### src/rtl/ad_capture_pkg.sv
// Shared types, sizes and sample helpers for the ADC capture stage.
package ad_capture_pkg;

  typedef enum logic [1:0] {
    ST_IDLE,
    ST_ARMED,
    ST_CAPTURE
  } state_t;

  localparam int unsigned SAMP_W   = 8;
  localparam int unsigned SYM_LEN  = 64;
  localparam int unsigned WIN_LOG2 = 4;
  localparam int unsigned WIN_LEN  = 1 << WIN_LOG2;
  localparam int unsigned MAG_W    = 9;
  localparam int unsigned ENERGY_W = 13;
  localparam int unsigned CNT_W    = 14;

  function automatic logic [SAMP_W-1:0] ob_to_tc(input logic [SAMP_W-1:0] raw);
    return {~raw[SAMP_W-1], raw[SAMP_W-2:0]};
  endfunction

  // -128 maps to 128, which still fits the unsigned 8-bit result
  function automatic logic [SAMP_W-1:0] abs_tc(input logic [SAMP_W-1:0] v);
    return v[SAMP_W-1] ? SAMP_W'(~v + 8'd1) : v;
  endfunction

  function automatic logic [MAG_W-1:0] magnitude(input logic [SAMP_W-1:0] i,
                                                 input logic [SAMP_W-1:0] q);
    return {1'b0, abs_tc(i)} + {1'b0, abs_tc(q)};
  endfunction

  function automatic logic is_extreme(input logic [SAMP_W-1:0] raw);
    return (raw == '0) || (raw == '1);
  endfunction

endpackage

### src/rtl/ad_capture_if.sv
// Sample bus: raw ADC samples in, converted samples out to the receive chain.
interface ad_capture_if;
  logic [7:0] adc_i;
  logic [7:0] adc_q;
  logic       adc_strobe;
  logic [7:0] ad1;
  logic [7:0] ad2;
  logic       ad_valid;

  modport master (
    output adc_i, adc_q, adc_strobe,
    input  ad1, ad2, ad_valid
  );

  modport slave (
    input  adc_i, adc_q, adc_strobe,
    output ad1, ad2, ad_valid
  );
endinterface

### src/rtl/ad_energy_win.sv
// Sliding 16-sample energy window: shift register of magnitudes plus running sum.
module ad_energy_win
  import ad_capture_pkg::*;
(
  input  logic                clk,
  input  logic                rst_n,
  input  logic                i_clear,
  input  logic                i_strobe,
  input  logic [MAG_W-1:0]    i_mag,
  output logic [ENERGY_W-1:0] o_energy,
  output logic                o_valid
);

  logic [MAG_W-1:0]    r_win [WIN_LEN];
  logic [ENERGY_W-1:0] r_energy;
  logic [WIN_LOG2:0]   r_fill;
  logic [ENERGY_W-1:0] w_sum;

  // Oldest magnitude leaves as the new one enters; the sum never exceeds 4096
  assign w_sum    = r_energy + ENERGY_W'(i_mag) - ENERGY_W'(r_win[WIN_LEN-1]);
  assign o_energy = i_strobe ? w_sum : r_energy;
  assign o_valid  = r_fill[WIN_LOG2];

  always_ff @(posedge clk or negedge rst_n) begin
    if (!rst_n) begin
      for (int unsigned k = 0; k < WIN_LEN; k++) r_win[k] <= '0;
      r_energy <= '0;
      r_fill   <= '0;
    end else if (i_clear) begin
      for (int unsigned k = 0; k < WIN_LEN; k++) r_win[k] <= '0;
      r_energy <= '0;
      r_fill   <= '0;
    end else if (i_strobe) begin
      r_win[0] <= i_mag;
      for (int unsigned k = 1; k < WIN_LEN; k++) r_win[k] <= r_win[k-1];
      r_energy <= w_sum;
      if (!r_fill[WIN_LOG2]) r_fill <= r_fill + 5'd1;
    end
  end

endmodule

### src/rtl/ad_capture.sv
// ADC capture: offset-binary to two's complement, energy burst detect, NSYM*64 sample frame.
// Optional AD_CAPTURE_AUTOREARM_EN: return to ARMED instead of IDLE after each frame.
module ad_capture
  import ad_capture_pkg::*;
#(
  parameter int unsigned NSYM   = 16,
  parameter int unsigned THRESH = 64
) (
  input  logic               CLK,
  input  logic               RST,
  ad_capture_if.slave        ad_bus,
  input  logic               arm,
  output logic               busy,
  output logic               frame_done,
  output logic               overrange
);

  localparam logic [CNT_W-1:0]    LAST = CNT_W'(NSYM * SYM_LEN - 1);
  localparam logic [ENERGY_W-1:0] THR  = ENERGY_W'(THRESH);

  state_t              r_state, w_state_nxt;
  logic [CNT_W-1:0]    r_cnt, w_cnt_nxt;
  logic [SAMP_W-1:0]   r_ad1, r_ad2;
  logic                r_ad_valid, r_busy, r_frame_done, r_overrange;

  logic [SAMP_W-1:0]   w_i_tc, w_q_tc;
  logic [MAG_W-1:0]    w_mag;
  logic [ENERGY_W-1:0] w_energy;
  logic                w_win_valid, w_win_stb, w_trigger, w_ovr_hit;
  logic                w_emit, w_done, w_clear, w_arm_ok;

  assign w_i_tc    = ob_to_tc(ad_bus.adc_i);
  assign w_q_tc    = ob_to_tc(ad_bus.adc_q);
  assign w_mag     = magnitude(w_i_tc, w_q_tc);
  assign w_win_stb = ad_bus.adc_strobe && (r_state == ST_ARMED);
  assign w_trigger = w_win_stb && w_win_valid && (w_energy > THR);
  assign w_ovr_hit = ad_bus.adc_strobe && (r_state == ST_CAPTURE) &&
                     (is_extreme(ad_bus.adc_i) || is_extreme(ad_bus.adc_q));

  ad_energy_win u_win (
    .clk      (CLK),
    .rst_n    (RST),
    .i_clear  (w_clear),
    .i_strobe (w_win_stb),
    .i_mag    (w_mag),
    .o_energy (w_energy),
    .o_valid  (w_win_valid)
  );

  always_comb begin
    w_state_nxt = r_state;
    w_cnt_nxt   = r_cnt;
    w_emit      = 1'b0;
    w_done      = 1'b0;
    w_clear     = 1'b0;
    w_arm_ok    = 1'b0;
    case (r_state)
      ST_IDLE: begin
        w_clear = 1'b1;
        if (arm) begin
          w_arm_ok    = 1'b1;
          w_state_nxt = ST_ARMED;
        end
      end
      ST_ARMED: begin
        // The triggering strobe is itself sample 0 of the frame
        if (w_trigger) begin
          w_emit      = 1'b1;
          w_cnt_nxt   = CNT_W'(1);
          w_state_nxt = ST_CAPTURE;
        end
      end
      ST_CAPTURE: begin
        if (ad_bus.adc_strobe) begin
          w_emit = 1'b1;
          if (r_cnt == LAST) begin
            w_done    = 1'b1;
            w_cnt_nxt = '0;
`ifdef AD_CAPTURE_AUTOREARM_EN
            w_clear     = 1'b1;
            w_state_nxt = ST_ARMED;
`else
            w_state_nxt = ST_IDLE;
`endif
          end else begin
            w_cnt_nxt = r_cnt + CNT_W'(1);
          end
        end
      end
      default: w_state_nxt = ST_IDLE;
    endcase
  end

  always_ff @(posedge CLK or negedge RST) begin
    if (!RST) begin
      r_state      <= ST_IDLE;
      r_cnt        <= '0;
      r_ad1        <= '0;
      r_ad2        <= '0;
      r_ad_valid   <= 1'b0;
      r_busy       <= 1'b0;
      r_frame_done <= 1'b0;
      r_overrange  <= 1'b0;
    end else begin
      r_state      <= w_state_nxt;
      r_cnt        <= w_cnt_nxt;
      r_ad_valid   <= w_emit;
      r_frame_done <= w_done;
      r_busy       <= (w_state_nxt != ST_IDLE);
      if (w_emit) begin
        r_ad1 <= w_i_tc;
        r_ad2 <= w_q_tc;
      end
      if (w_arm_ok)       r_overrange <= 1'b0;
      else if (w_ovr_hit) r_overrange <= 1'b1;
    end
  end

  assign ad_bus.ad1      = r_ad1;
  assign ad_bus.ad2      = r_ad2;
  assign ad_bus.ad_valid = r_ad_valid;
  assign busy            = r_busy;
  assign frame_done      = r_frame_done;
  assign overrange       = r_overrange;

endmodule

### src/flat_wrapper.sv
// flat-port wrapper written by rule: the top's interface ports become plain ports
module ad_capture_flat import ad_capture_pkg::*;
#(
  parameter int unsigned NSYM   = 16,
  parameter int unsigned THRESH = 64
)
  (CLK, RST, arm, busy, frame_done, overrange, ad_bus_adc_i, ad_bus_adc_q, ad_bus_adc_strobe, ad_bus_ad1, ad_bus_ad2, ad_bus_ad_valid);
  ad_capture_if ad_bus_i ();
  input  logic CLK;
  input  logic RST;
  input  logic arm;
  output logic busy;
  output logic frame_done;
  output logic overrange;
  input wire logic [$bits(ad_bus_i.adc_i)-1:0] ad_bus_adc_i;
  input wire logic [$bits(ad_bus_i.adc_q)-1:0] ad_bus_adc_q;
  input wire logic [$bits(ad_bus_i.adc_strobe)-1:0] ad_bus_adc_strobe;
  output wire logic [$bits(ad_bus_i.ad1)-1:0] ad_bus_ad1;
  output wire logic [$bits(ad_bus_i.ad2)-1:0] ad_bus_ad2;
  output wire logic [$bits(ad_bus_i.ad_valid)-1:0] ad_bus_ad_valid;
  assign ad_bus_i.adc_i = ad_bus_adc_i;
  assign ad_bus_i.adc_q = ad_bus_adc_q;
  assign ad_bus_i.adc_strobe = ad_bus_adc_strobe;
  assign ad_bus_ad1 = ad_bus_i.ad1;
  assign ad_bus_ad2 = ad_bus_i.ad2;
  assign ad_bus_ad_valid = ad_bus_i.ad_valid;
  ad_capture #(.NSYM(NSYM), .THRESH(THRESH)) u_core (.CLK(CLK), .RST(RST), .ad_bus(ad_bus_i), .arm(arm), .busy(busy), .frame_done(frame_done), .overrange(overrange));
endmodule
### config.mk
export PLATFORM = sky130hd
export DESIGN_NAME = ad_capture_flat
export DESIGN_NICKNAME = d
export VERILOG_FILES = /design/src/rtl/ad_capture_pkg.sv /design/src/rtl/ad_capture_if.sv /design/src/rtl/ad_energy_win.sv /design/src/rtl/ad_capture.sv /design/src/flat_wrapper.sv
export SDC_FILE = /design/constraint.sdc
export NUM_CORES = 1
export LEC_CHECK = 0
export ABC_AREA = 1
export BUFFER_PORTS_ARGS = -buffer_cell sky130_fd_sc_hd__buf_2
export CAP_MARGIN = 25
export CORE_MARGIN = 3
export CORE_UTILIZATION = 35
export DETAILED_ROUTE_END_ITERATION = 16
export MAX_ROUTING_LAYER = met4
export SETUP_SLACK_MARGIN = 0.15
export SKIP_CTS_REPAIR_TIMING = 1
export SLEW_MARGIN = 10
export SYNTH_ARGS = -nofsm -noshare
export SYNTH_HDL_FRONTEND = slang
export SYNTH_SLANG_ARGS = --single-unit
### constraint.sdc
create_clock -name CLK -period 3.78 [get_ports CLK]
set_clock_uncertainty 0.15 [all_clocks]
set_input_delay 0.189 -clock CLK [delete_from_list [all_inputs] [get_ports CLK]]
set_output_delay 0.189 -clock CLK [all_outputs]
set_load 0.02 [all_outputs]
# Word level (Yosys, flattened, before mapping)
# Index checks and enable logic that the tools add are counted.
[op_classes]
addsub = 7
n_lt_le_gt_ge = 1
n_eq_ne = 8
mux = 29
n_bitwise = 4
n_reduce_logical = 17
[ops]
columns = ["operator", "count"]
rows = [
  ["$mux 144", 2],
  ["$mux 14", 3],
  ["$pmux 14 s2", 1],
  ["$mux 13", 2],
  ["$add 8x1->8 const B", 2],
  ["$eq 8x8->1 const B", 2],
  ["$logic_not 8->1", 2],
  ["$mux 8", 2],
  ["$not 8->8", 2],
  ["$mux 5", 3],
  ["$add 14x1->14 const B", 1],
  ["$eq 14x10->1 const B", 1],
  ["$add 13x9->13", 1],
  ["$gt 13x7->1 const B", 1],
  ["$sub 13x9->13", 1],
  ["$mux 1", 10],
  ["$add 8x8->9", 1],
  ["$mux 2", 4],
  ["$reduce_bool 2->1", 4],
  ["$pmux 2 s3", 1],
  ["$add 5x1->5 const B", 1],
  ["$logic_and 1x1->1", 5],
  ["$ne 2x2->1 const B", 2],
  ["$logic_or 1x1->1", 3],
  ["8 further kinds", 9],
]
[totals]
reg_bits = 198
input_bits = 20
out_inout_bits = 20
elab_cells = 93

# Logic depth before layout (Yosys ltp)
[depth]
depth_word = 13
mapped_depth = 35
mapped_depth_nobuf = 34

# Cells and area by module
# From an unflattened synthesis, not the netlist that was laid out.
[hier_totals]
cells_unflattened = 1117
area_unflattened_um2 = 9684.3
[by_module_without_submodules]
columns = ["module", "n_inst", "cells_per_inst", "area_each_um2", "seq_area_each_um2"]
rows = [
  ["ad_energy_win", 1, 751, 7075.5, 4053.9],
  ["ad_capture", 1, 366, 2608.8, 900.9],
]

# Least setup slack after synthesis
# No wires, ideal clock.
[synth_path]
path_kind = "input to register"
start = "input ad_bus_adc_q[0]"
end = "register u_core.r_ad1[4], in the netlist u_core.ad_bus.ad1[4]"
setup_time_ps = 117
arrival_ps = 3984
path_slack_ps = -471
stages = 32
path_cell_list = "inv_1 > ha_1 > inv_1 > o21ai_0 > inv_1 > fa_1 > o21ai_0 > a21oi_1 > nor2_1 > nor2_1 > inv_1 > nand2_1 > nand2_1 > a21oi_1 > inv_1 > fa_1 > ha_1 > nand2_1 > inv_1 > a21oi_1 > nand3_1 > nand2_1 > nand3_1 > nand2_1 > nand2_1 > nor2_2 > nand2_2 > nand2_4 > nand2_4 > buf_4 > nand3_1 > nand2_1"
[synth_between]
elab_chain_cells = 11
[synth_rtl]
columns = ["item", "line_no", "rtl"]
rows = [
  ["from (decl)", "flat_wrapper.sv:16", "input wire logic [$bits(ad_bus_i.adc_q)-1:0] ad_bus_adc_q;"],
  ["$not 8->8", "ad_capture_pkg.sv:24", "return v[SAMP_W-1] ? SAMP_W'(~v + 8'd1) : v;"],
  ["$add 8x1->8", "ad_capture_pkg.sv:24", ""],
  ["$mux 8 *", "ad_capture_pkg.sv:24", ""],
  ["$add 8x8->9 *", "ad_capture_pkg.sv:29", "return {1'b0, abs_tc(i)} + {1'b0, abs_tc(q)};"],
  ["$add 13x9->13 *", "ad_energy_win.sv:20", "assign w_sum = r_energy + ENERGY_W'(i_mag) - ENERGY_W'(r_win[WIN_LEN-1]);"],
  ["$sub 13x9->13 *", "ad_energy_win.sv:20", ""],
  ["$mux 13 *", "-", ""],
  ["$gt 13x7->1 *", "ad_capture.sv:36", "assign w_trigger = w_win_stb && w_win_valid && (w_energy > THR);"],
  ["$logic_and 1x1->1 *", "ad_capture.sv:36", ""],
  ["$mux 1 *", "ad_capture.sv:67", "if (w_trigger) begin"],
  ["$pmux 1 s2 *", "ad_capture.sv:57", "case (r_state)"],
  ["to (signal assigned)", "ad_capture.sv:111", "r_ad1 <= w_i_tc;"],
  ["to (decl)", "ad_capture.sv:23", "logic [SAMP_W-1:0] r_ad1, r_ad2;"],
]
# Mark *: on every way between the ends. The rest lies on a longest branch, timed or not.
# A chain may end at the register's enable or synchronous reset.

# Worst setup path after layout
[layout_path]
start = "input ad_bus_adc_i[1]"
end = "register u_core.r_cnt[9]"
[layout_between]
elab_chain_cells = 11
[layout_rtl]
columns = ["item", "line_no", "rtl"]
rows = [
  ["from (decl)", "flat_wrapper.sv:15", "input wire logic [$bits(ad_bus_i.adc_i)-1:0] ad_bus_adc_i;"],
  ["$not 8->8", "ad_capture_pkg.sv:24", ""],
  ["$add 8x1->8", "ad_capture_pkg.sv:24", ""],
  ["$mux 8 *", "ad_capture_pkg.sv:24", ""],
  ["$add 8x8->9 *", "ad_capture_pkg.sv:29", ""],
  ["$add 13x9->13 *", "ad_energy_win.sv:20", ""],
  ["$sub 13x9->13 *", "ad_energy_win.sv:20", ""],
  ["$mux 13 *", "-", ""],
  ["$gt 13x7->1 *", "ad_capture.sv:36", ""],
  ["$logic_and 1x1->1 *", "ad_capture.sv:36", ""],
  ["$ne 2x1->1 (no line) *", "-", ""],
  ["$reduce_and 3->1 (no line) *", "-", ""],
  ["to (signal assigned)", "ad_capture.sv:106", "r_cnt <= w_cnt_nxt;"],
  ["to (decl)", "ad_capture.sv:22", "logic [CNT_W-1:0] r_cnt, w_cnt_nxt;"],
]
# Marks and branches as above.

==> reports/results.ini <==
[outcome]
outcome = complete, but fails checks
violations = negative hold slack, negative setup slack

[clock_tree]
clk_path_buf_depth = 2
clk_pin_slew_ps = 70
insertion_delay_ps = 440
clock_sinks = 198
tritoncts = done
cts_max_level = 4
cts_root_buf = clkbuf_16
cts_buffers = 17

[placement]
post-place-ws_ps = -938
place_area_um2 = 10700
place_hpwl_um = 12900
gp_congestion = 0.827
port_buffers = 39

[sta]
hold_slack_ps = -17.3
fin_crit_ps = 4070
fin_ws_ps = -291
finalHoldViolCount = 3
fmax_mhz = 246
drv_slew = 0
finalSetupViolations = 34
slew-limit-headroom_pct = 37.3
period_share_pct = 108
grt_setup_unrepaired = yes
worst_pin_slew_ps = 940

[final_layout]
fillers = 2473
fin_nets = 1243
synthToLayoutAreaGrowth_pct = 25.2
fin_area_um2 = 11900
diodes = 0
drive_gt1_share_pct = 23.7

[global_route]
grt_pass1_wl_um = 33900
grt_overflow = 0
grt.total_usage_pct = 14.5
antenna_found_initial = 0
grt_max_degree = 105
grt_pass1_vias = 6988

[power]
p_clk_share_pct = 24.8
p_seq_share_pct = 31.8
p_leak_nw = 5.66
power.net_switching_mw = 2.88
ir_drop_uv = 395
swShare_pct = 39.2
combPwrFrac_pct = 43.4
p_total_mw = 7.34
powerDensity_nw_per_um2 = 617
p_int_mw = 4.47

[floorplanning]
fp.dieW_um = 171
core-area_um2 = 26400
fp.dieArea_um2 = 29100
dieHeight_um = 171
io_pins = 40
initial_utilization_pct = 36.0
placementRows = 59

[routing]
wl_um = 20000
vias = 7252
drtIter0Drc = 285
wl_per_cell_um = 13.1
drc = 0
antenna_left = 0
vias_per_cell = 4.74
drt-pass1-iter-count = 4

[yosys]
yosys.area_share.xor_xnor_pct = 2.21
synthSimpleGateAreaFrac_pct = 16.0
synth_flop_cell = dfrtp_1
syn_nets = 1127
synth_mux_area_share_pct = 0
yosys-top-cells-area = dfrtp_1, o22ai_1, inv_1, nand2_1, ha_1
synth_fa_ha_area_share_pct = 6.19
synth_compound_area_share_pct = 12.1
async_reset_ff_share_pct = 100
ys_seq_area_share_pct = 52.2
netlist_area_um2 = 9500
ys_ff_latch = 198
synthDistinctLibCells = 39
synth_edf_count = 0
synth_cells = 1066
yosysTopAreaCell = dfrtp_1
synth_top_area_share_pct = 52.2
synth_top_family_by_area = simple AND/OR/NAND/NOR gates
avgSynthCellArea_um2 = 8.91
yosysWarningCount = 0

[setup_path]
critPathMaxFanout = 6
critical_path_arrival_ps = 4250
crit_type = in -> reg
slowest_delay_ps = 490
crit_path_frequent_cell = nand2_2
cp_slowest_cell = fa_1
endpoint_kind = flip-flop
cp-start-kind = primary input
crit_required_ps = 3950

[hold_path]
holdCritPathClass = in -> reg

[flow_run]
maxCapViolations = 0

-- flip-flops by register name (all words and copies together) (netlist names) --
signal                  cells
u_core.busy                 1
u_core.frame_done           1
u_core.r_cnt               14
u_core.r_state              2
u_core.ad_bus.ad1           8
u_core.overrange            1
u_core.u_win.r_energy      13
u_core.ad_bus.ad2           8
u_core.ad_bus.ad_valid      1
u_core.u_win.r_fill         5
u_core.u_win.r_win        144
-- placed cells by master, fill, tap and decap left out, types with 7 or more instances in the layout --
| cell type | n |
|---|---|
| fa_1 | 9 |
| nand2_2 | 39 |
| nor2_1 | 43 |
| nand2_1 | 142 |
| buf_4 | 81 |
| buf_6 | 7 |
| clkbuf_16 | 17 |
| inv_1 | 224 |
| nand2_8 | 7 |
| dlygate4sd3_1 | 8 |
| a21oi_2 | 8 |
| ha_1 | 22 |
| xor2_1 | 19 |
| buf_2 | 34 |
| nand3_2 | 19 |
| nand3_1 | 50 |
| ha_4 | 9 |
| dfrtp_1 | 198 |
| inv_2 | 7 |
| a21oi_1 | 9 |
| o22ai_1 | 142 |
-- power groups by stage --
stage	Combinational, mW	Sequential, mW	Clock, mW
after CTS	2.80	2.34	1.87
after floorplan	1.97	2.37	0
after global placement	2.77	2.38	0
after detailed placement	2.78	2.38	0
final	3.19	2.34	1.82
after global routing	3.59	2.36	1.96
-- cell families after synthesis --
family | Yosys count
AOI/OAI and AO/OA | 186
xor gates and xnor gates | 24
adders and majority gates | 41
buffers and inverters | 279
DFF | 198
and+or+nand+nor | 338
-- metrics by stage --
stage / utilization, % / TNS (ps) / hold slack, ps / instances
2_1_floorplan: - / -7940 / -257 / 1066
6_report: 45.1 / -9040 / -17.3 / 1530
3_5_place_dp: 40.7 / -31930 / 210 / 1477
5_1_grt: 45.1 / -17450 / 2.25 / 1530
4_1_cts: 42.9 / -15820 / -267 / 1509
3_3_place_gp: 40.7 / -31290 / 205 / 1477
-- per-layer routing --
layer | wire length [µm] | vias up | GRT usage [%]
li1 | - | 3684 | -
met2 | 9190 | 83 | 21.2
met3 | 573 | 19 | 2.63
met5 | 0 | - | -
met4 | 288 | 0 | 3.42
met1 | 9970 | 3466 | 20.9
-- final timing paths --
kind                                        from                endpoint  slack, ps  cells after the start
setup / recovery                 ad_bus_adc_i[1]         u_core.r_cnt[9]       -290                     31
hold / removal                   ad_bus_adc_i[0]    u_core.ad_bus.ad1[0]        -20                      4
setup reg to reg           u_core.u_win.r_win[1]    u_core.ad_bus.ad1[3]        450                     20
hold reg to reg             u_core.ad_bus.ad2[2]    u_core.ad_bus.ad2[2]        330                      2
max in group asynchronous                    RST  u_core.u_win.r_win[47]       2330                      3
min in group asynchronous                    RST  u_core.u_win.r_win[68]        270                      2
-- critical path: cells and delay by family --
| kind | cells | cell delay, ps |
|---|---|---|
| AOI/OAI and AO/OA | 4 | 580 |
| xor gates and xnor gates | 2 | 330 |
| adders and majority gates | 4 | 1320 |
| buffers and inverters | 6 | 550 |
| and+or+nand+nor | 15 | 1270 |
-- layout make-up --
class | instances | area [µm²] | share of cell area [%]
multi-input combinational | 593 | 3980 | 33.5
clock buffer | 20 | 467 | 3.92
timing repair buffer | 135 | 1020 | 8.58
clock inverter | 12 | 131 | 1.10
sequential | 198 | 4950 | 41.7
tap | 335 | 419 | 3.52
inverter | 237 | 917 | 7.71
-- cells in the mapped netlist (all sizes together) (2+ instances only) --
cell,instances
nand4,6
dfrtp,198
o21bai,3
fa,10
xnor2,4
or2,5
inv,237
xor2,20
nand3b,2
a21oi,18
buf,11
nor4,5
nor3,7
nand3,69
a31oi,7
nor2,52
o21ai,9
o22ai,142
nand2,189
nor3b,3
ha,31
clkbuf,31
Power figures use the tool's default switching activity.
